### config.mk
export PLATFORM = sky130hd
export DESIGN_NAME = alu_fn_issuer_flat
export DESIGN_NICKNAME = d
export VERILOG_FILES = /design/src/rtl/alu_fn_issuer_pkg.sv /design/src/rtl/alu_fn_issuer_if.sv /design/src/rtl/alu_fn_issuer_fn_prio_enc8to3.sv /design/src/rtl/alu_fn_issuer.sv /design/src/flat_wrapper.sv
export SDC_FILE = /design/constraint.sdc
export NUM_CORES = 1
export LEC_CHECK = 0
export BUFFER_PORTS_ARGS = -buffer_cell sky130_fd_sc_hd__buf_2
export CAP_MARGIN = 20
export CELL_PAD_IN_SITES_DETAIL_PLACEMENT = 1
export CELL_PAD_IN_SITES_GLOBAL_PLACEMENT = 1
export CORE_UTILIZATION = 45
export DETAILED_ROUTE_END_ITERATION = 10
export PLACE_DENSITY = 0.86
export SYNTH_ARGS = -nofsm -noshare
export SYNTH_HDL_FRONTEND = slang
export SYNTH_SLANG_ARGS = --single-unit
### constraint.sdc
create_clock -name clk -period 3.8 [get_ports clk]
set_input_delay 0.38 -clock clk [delete_from_list [all_inputs] [get_ports clk]]
set_output_delay 0.38 -clock clk [all_outputs]
set_load 0.02 [all_outputs]
### src/rtl/alu_fn_issuer_pkg.sv
// Shared types and constants for the ALU function-code issuer.
// Holds the code width, the default buffer depth and the eight code values.
// Imported by the interface, the priority encoder and the top.
package alu_fn_pkg;

  localparam int FN_W          = 3;
  localparam int DEPTH_DEFAULT = 4;

  localparam logic [FN_W-1:0] FN_0 = 3'd0;
  localparam logic [FN_W-1:0] FN_1 = 3'd1;
  localparam logic [FN_W-1:0] FN_2 = 3'd2;
  localparam logic [FN_W-1:0] FN_3 = 3'd3;
  localparam logic [FN_W-1:0] FN_4 = 3'd4;
  localparam logic [FN_W-1:0] FN_5 = 3'd5;
  localparam logic [FN_W-1:0] FN_6 = 3'd6;
  localparam logic [FN_W-1:0] FN_7 = 3'd7;

endpackage

### src/rtl/alu_fn_issuer_if.sv
// Request-side and decoder-side handshake bundle for the issuer.
// slave: the issuer itself; master: whoever drives requests and consumes codes.
// count is sized to hold 0..DEPTH inclusive.
interface alu_fn_issuer_if
  import alu_fn_pkg::*;
#(
  parameter int DEPTH = DEPTH_DEFAULT
);

  logic [7:0]               req;
  logic                     req_valid;
  logic                     req_ready;
  logic                     f2;
  logic                     f1;
  logic                     f0;
  logic                     f_valid;
  logic                     f_ready;
  logic                     err_zero;
  logic [$clog2(DEPTH):0]   count;

  modport slave (
    input  req, req_valid, f_ready,
    output req_ready, f2, f1, f0, f_valid, err_zero, count
  );

  modport master (
    output req, req_valid, f_ready,
    input  req_ready, f2, f1, f0, f_valid, err_zero, count
  );

endinterface

### src/rtl/alu_fn_issuer_fn_prio_enc8to3.sv
// Purpose: 8-to-3 priority encoder, bit 7 wins; flags an all-zero request.
// Latency: purely combinational, zero cycles.
// Backpressure: none; the caller decides whether the result is used.
module fn_prio_enc8to3
  import alu_fn_pkg::*;
(
  input  logic [7:0]      req,
  output logic [FN_W-1:0] code,
  output logic            zero
);

  // Highest set bit selects the function code; all-zero falls through to FN_0.
  always_comb begin
    code = FN_0;
    casez (req)
      8'b1???????: code = FN_7;
      8'b01??????: code = FN_6;
      8'b001?????: code = FN_5;
      8'b0001????: code = FN_4;
      8'b00001???: code = FN_3;
      8'b000001??: code = FN_2;
      8'b0000001?: code = FN_1;
      default:     code = FN_0;
    endcase
  end

  assign zero = (req == 8'h00);

endmodule

### src/rtl/alu_fn_issuer.sv
// Purpose: encodes request lines to 3-bit ALU function codes and queues them in a DEPTH-deep FIFO.
// Latency: a code accepted into an empty FIFO is visible on f2..f0 the cycle after the accept edge.
// Backpressure: req_ready drops only when the FIFO is full; it never looks at f_ready.
module alu_fn_issuer
  import alu_fn_pkg::*;
#(
  parameter int DEPTH = DEPTH_DEFAULT
) (
  input logic            clk,
  input logic            rst_n,
  alu_fn_issuer_if.slave bus
);

  localparam int PTR_W = $clog2(DEPTH);
  localparam int CNT_W = PTR_W + 1;

  logic [FN_W-1:0]  mem [DEPTH];
  logic [PTR_W-1:0] wrPtr;
  logic [PTR_W-1:0] rdPtr;
  logic [CNT_W-1:0] cnt;
  logic             errZero;

  logic [FN_W-1:0]  encCode;
  logic             encZero;
  logic [FN_W-1:0]  head;
  logic             accept;
  logic             push;
  logic             pop;

  fn_prio_enc8to3 uEnc (
    .req  (bus.req),
    .code (encCode),
    .zero (encZero)
  );

  // An all-zero request is still accepted (it consumes the handshake) but stores nothing.
  assign accept = bus.req_valid && bus.req_ready;
  assign push   = accept && !encZero;
  assign pop    = bus.f_valid && bus.f_ready;

  // Storage is left unreset: entries are only ever read when count says they are live.
  always_ff @(posedge clk) begin
    if (push) mem[wrPtr] <= encCode;
  end

  // Pointers and occupancy; pointers wrap naturally since DEPTH is a power of two.
  always_ff @(posedge clk or negedge rst_n) begin
    if (!rst_n) begin
      wrPtr <= '0;
      rdPtr <= '0;
      cnt   <= '0;
    end else begin
      if (push) wrPtr <= wrPtr + PTR_W'(1);
      if (pop)  rdPtr <= rdPtr + PTR_W'(1);
      case ({push, pop})
        2'b10:   cnt <= cnt + CNT_W'(1);
        2'b01:   cnt <= cnt - CNT_W'(1);
        default: cnt <= cnt;
      endcase
    end
  end

  // One-cycle flag for an accepted request that named no function.
  always_ff @(posedge clk or negedge rst_n) begin
    if (!rst_n) errZero <= 1'b0;
    else        errZero <= accept && encZero;
  end

  // Head is forced to zero when empty so the decoder never sees a stale entry.
  assign head          = (cnt != '0) ? mem[rdPtr] : FN_0;
  assign bus.f2        = head[2];
  assign bus.f1        = head[1];
  assign bus.f0        = head[0];
  assign bus.f_valid   = (cnt != '0);
  assign bus.req_ready = (cnt < CNT_W'(DEPTH));
  assign bus.err_zero  = errZero;
  assign bus.count     = cnt;

endmodule

### src/flat_wrapper.sv
// flat-port wrapper written by rule: the top's interface ports become plain ports
module alu_fn_issuer_flat import alu_fn_pkg::*;
#(
  parameter int DEPTH = DEPTH_DEFAULT
)
  (clk, rst_n, bus_req, bus_req_valid, bus_f_ready, bus_req_ready, bus_f2, bus_f1, bus_f0, bus_f_valid, bus_err_zero, bus_count);
  alu_fn_issuer_if #(.DEPTH(DEPTH)) bus_i ();
  input logic clk;
  input logic rst_n;
  input wire logic [$bits(bus_i.req)-1:0] bus_req;
  input wire logic [$bits(bus_i.req_valid)-1:0] bus_req_valid;
  input wire logic [$bits(bus_i.f_ready)-1:0] bus_f_ready;
  output wire logic [$bits(bus_i.req_ready)-1:0] bus_req_ready;
  output wire logic [$bits(bus_i.f2)-1:0] bus_f2;
  output wire logic [$bits(bus_i.f1)-1:0] bus_f1;
  output wire logic [$bits(bus_i.f0)-1:0] bus_f0;
  output wire logic [$bits(bus_i.f_valid)-1:0] bus_f_valid;
  output wire logic [$bits(bus_i.err_zero)-1:0] bus_err_zero;
  output wire logic [$bits(bus_i.count)-1:0] bus_count;
  assign bus_i.req = bus_req;
  assign bus_i.req_valid = bus_req_valid;
  assign bus_i.f_ready = bus_f_ready;
  assign bus_req_ready = bus_i.req_ready;
  assign bus_f2 = bus_i.f2;
  assign bus_f1 = bus_i.f1;
  assign bus_f0 = bus_i.f0;
  assign bus_f_valid = bus_i.f_valid;
  assign bus_err_zero = bus_i.err_zero;
  assign bus_count = bus_i.count;
  alu_fn_issuer #(.DEPTH(DEPTH)) u_core (.clk(clk), .rst_n(rst_n), .bus(bus_i));
endmodule
==> reports/metrics.sh <==
STATUS='completed'
POST_SYNTH_NUM_CELL_TYPES=25
DRT_FIRST_ITER_VIOLATIONS=3
CLOCK_TREE_FROM_TRITONCTS='yes'
COUNT_OF_FINAL_HOLD_CHECK_VIOLATIONS=0
MAXIMUM_FANOUT_ENCOUNTERED_ON_THE_CRITICAL_TIMING_PATH=7
SYN_AREA_UM2=972
IRDROPWORSTVDD_mV=0.397
GRT_FIRST_PASS_WIRELENGTH_UM=2840
CP_STARTPOINT_KIND='input port'
ASYNCSETRESETFLOPFRACSYNTH_PCT=40.0
DRCVIOLATIONCOUNT=0
TIMING.FINAL.CRIT_PERIOD_NS=2.75
NUM-FILL-CELLS=204
GR-USAGE-MET3_PCT=1.89
YOSYS.AREA.TOP_TYPE_SHARE_PCT=37.1
CRIT_CHAIN='buf_2, or4_4, or4b_1, and3_1, inv_1, ha_1, inv_1, fa_1, xor2_1, nor2_1, xnor2_1'
PLACE_AREA_MM2=0.00109
SETUP_REPAIR_AFTER_GLOBAL_ROUTING_MISSED_ITS_MARGIN='false'
DRT-WIRELENGTH-PER-CELL_UM=13.6
SYNTH-EDFF-COUNT=12
FINALSETUPVIOLCOUNT=0
SEQ_AREA_FRAC_SYNTH_PCT=57.7
FLOW.AREA_GROWTH_FROM_SYNTHESIS_PCT=16.0
FINAL_LAYOUT_SIZE_SUFFIX_GT1_SHARE_PCT=32.6
MAX_FREQ_MHz=364
FINISH.INSTANCE_AREA_MM2=0.00113
ANTENNA_VIOLATING_NETS_POST_ROUTE=0
FINALWEIGHTEDCONGESTION=0.708
VIAS=587
SYNTH.TOP_CELLS.BY_COUNT='sky130_fd_sc_hd__edfxtp_1 (12), sky130_fd_sc_hd__dfrtp_1 (8), sky130_fd_sc_hd__inv_1 (8)'
CTS_MAX_PATH_BUFFERS=2
SYN_NETS=87
MIN_PERIOD_OVER_PERIOD_PCT=72.3
FIN_SETUP_TNS_NS=0
GLOBALROUTETOTALUTIL_PCT=16.3
GROUTE.LAYER.MET1.USAGE_PCT=18.3
ANTENNA_FOUND_INITIAL=0
CRIT_PATH_TOP_DELAY_CELL='sky130_fd_sc_hd__or4_4'
POSTSYNTH.TOPFLOPCELL='sky130_fd_sc_hd__edfxtp_1'
IO_BUFFER_COUNT=20
SINK_COUNT=20
NETS=111
AVGSYNTHCELLAREA_UM2=14.1
MAXCAPVIOLCOUNT=0
GRT_START_MAX_NET_PINS=12
ARRIVAL_TIME_AT_THE_WORST_ENDPOINT_NS=2.97
SETUP.WORST_PATH.END_CLASS='register'
DRV_SLEW=0
SLEW_HEADROOM_PCT=65.1
GRT.OVERFLOW.TOTAL=0
STARTING_DENSITY_PCT=48.6
INSERTION_DELAY_NS=0.28
YOSYS.CELL_COUNT.TOP_TYPE='sky130_fd_sc_hd__edfxtp_1'
HTREE_LEVELS=1
FIRST_GLOBAL_VIAS=636
CTS_MADE_BUFFERS=3
MIN-DELAY-PATH-CLASS='input port to register'
DIE_AREA_MM2=0.00235
WORSTMARGINPINSLEW_NS=0.519
SYN_INST=69
CLKTRANSATPATHREGS_NS=0.10
HPWL_UM=1360
PLACEDCELLCOUNT=114
TIMING.HOLD.WS_NS=0.350
DIEHEIGHT_UM=48.5
SYNTH-SEQ-CELLS=20
SKEW_NS=0.000631
FIN_TOTAL_PWR_mW=0.804
TOTAL_LEAKAGE_POWER_nW=0.483
INSERTEDDIODECOUNT=0
GRT-BUSIEST-LAYER='met2'
TOP_LEVEL_PORTS=21
SYNTH_AREA_LEADERS='sky130_fd_sc_hd__edfxtp_1 (37%), sky130_fd_sc_hd__dfrtp_1 (21%), sky130_fd_sc_hd__mux4_2 (6.9%)'
DIE-WIDTH_UM=48.5
CORE-AREA_MM2=0.00200
MOST_FREQUENT_CP_CELL='sky130_fd_sc_hd__inv_1'
TIMING.CRITICAL_PATH.REQUIRED_NS=4.02
STDCELL_COUNT=119
FP-ROW-COUNT=16
CRIT_TYPE='input port to register'
CELLPOWERDENSITY_mW_PER_MM2=713
SYNTH_LARGEST_AREA_CELL='sky130_fd_sc_hd__edfxtp_1'
MAX_STAGE_DELAY_ON_CRIT_PATH_NS=0.56
ROUTE.DETAILED.VIAS_PER_INST=4.93
YS.WARNINGS.COUNT=0
FIRST_PASS_ITERS=3
CLOCK_TREE.ROOT_CELL='sky130_fd_sc_hd__clkbuf_4'
GRT_UTIL_MET2_PCT=30.8
ROUTED_WL_UM=1610
cells by family (layout without fill, tap and decap cells):
group	after synthesis	in the layout	synth area share (%)
buffers and inverters	10	33	4.63
AND/OR/NAND/NOR	19	19	12.2
XOR/XNOR	6	6	5.41
flip-flops	20	20	57.7
multiplexers	5	5	9.52
AO/OA/AOI/OAI	3	3	2.06
adder cells (fa/ha/maj)	6	6	8.49
sequential cells by signal (all words and copies together) (netlist names):
register             flops
u_core.bus.err_zero      1
u_core.bus.count         3
u_core.wrPtr             2
u_core.mem              12
u_core.rdPtr             2
worst max-delay path: cells and delay by family:
family        cells  cell delay, ns
simple gates      4            1.48
fa+ha+maj         2            0.56
xor+xnor          2            0.28
buf+inv           3            0.27
final cells by class:
type	instances	area (µm²)	share of cell area [%]
timing repair buffer	21	110	9.77
clock buffer	4	26.3	2.33
multi-input combinational	39	367	32.5
inverter	8	30.0	2.66
tap	27	33.8	3.00
sequential	20	561	49.7
repair_timing:
| action | in CTS | in global routing |
|---|---|---|
| hold buffers | 1 | 0 |
| endpoints found under the hold margin | 8 | 0 |
| buffers inserted | 0 | 0 |
| gates resized for setup | 0 | 0 |
| setup endpoints to repair | 0 | 0 |
where the power goes:
part | leakage [nW] | internal [mW] | switching (mW) | total [mW]
logic | 0.269 | 0.169 | 0.195 | 0.364
clock network | 0.0150 | 0.0408 | 0.0569 | 0.0977
registers | 0.200 | 0.290 | 0.0512 | 0.342
path summary, 6_finish.rpt:
check	startpoint	depth (start not counted)	slack [ns]	end
min in group asynchronous	rst_n	2	0.45	u_core.rdPtr[0]
worst min register to register	u_core.bus.count[2]	1	0.51	u_core.bus.err_zero
worst min-delay path	bus_req_valid	2	0.35	u_core.bus.err_zero
worst max-delay path	bus_req[4]	11	1.05	u_core.bus.count[2]
max in group asynchronous	rst_n	2	3.18	u_core.wrPtr[1]
worst max register to register	u_core.bus.count[0]	6	1.77	u_core.bus.count[1]
through the flow:
stage	util, %	worst slack, ns
2_1_floorplan	-	1.03
3_3_place_gp	54.5	0.790
3_5_place_dp	54.5	0.746
4_1_cts	56.3	1.03
5_1_grt	56.3	0.902
6_report	56.3	1.05
routing by layer:
layer	up-vias	share of wire (%)	routed length, µm
met5	-	0	0
met4	0	1.2	19
met3	2	2.9	46
met2	13	55	892
met1	290	41	654
li1	282	-	-
placed cells by master, fill, tap and decap left out, drive strengths merged:
cell / instances
nand2: 1
or4b: 1
xnor2: 4
xor2: 2
o21bai: 1
fa: 1
mux2i: 1
a21oi: 1
clkbuf: 4
o31ai: 1
mux4: 3
inv: 8
nand2b: 1
nor2: 4
and3: 1
mux2: 1
dlygate4sd3: 1
buf: 20
or3: 1
edfxtp: 12
ha: 5
and2: 8
or4: 1
nor3b: 1
dfrtp: 8
Power figures use the tool's default switching activity.
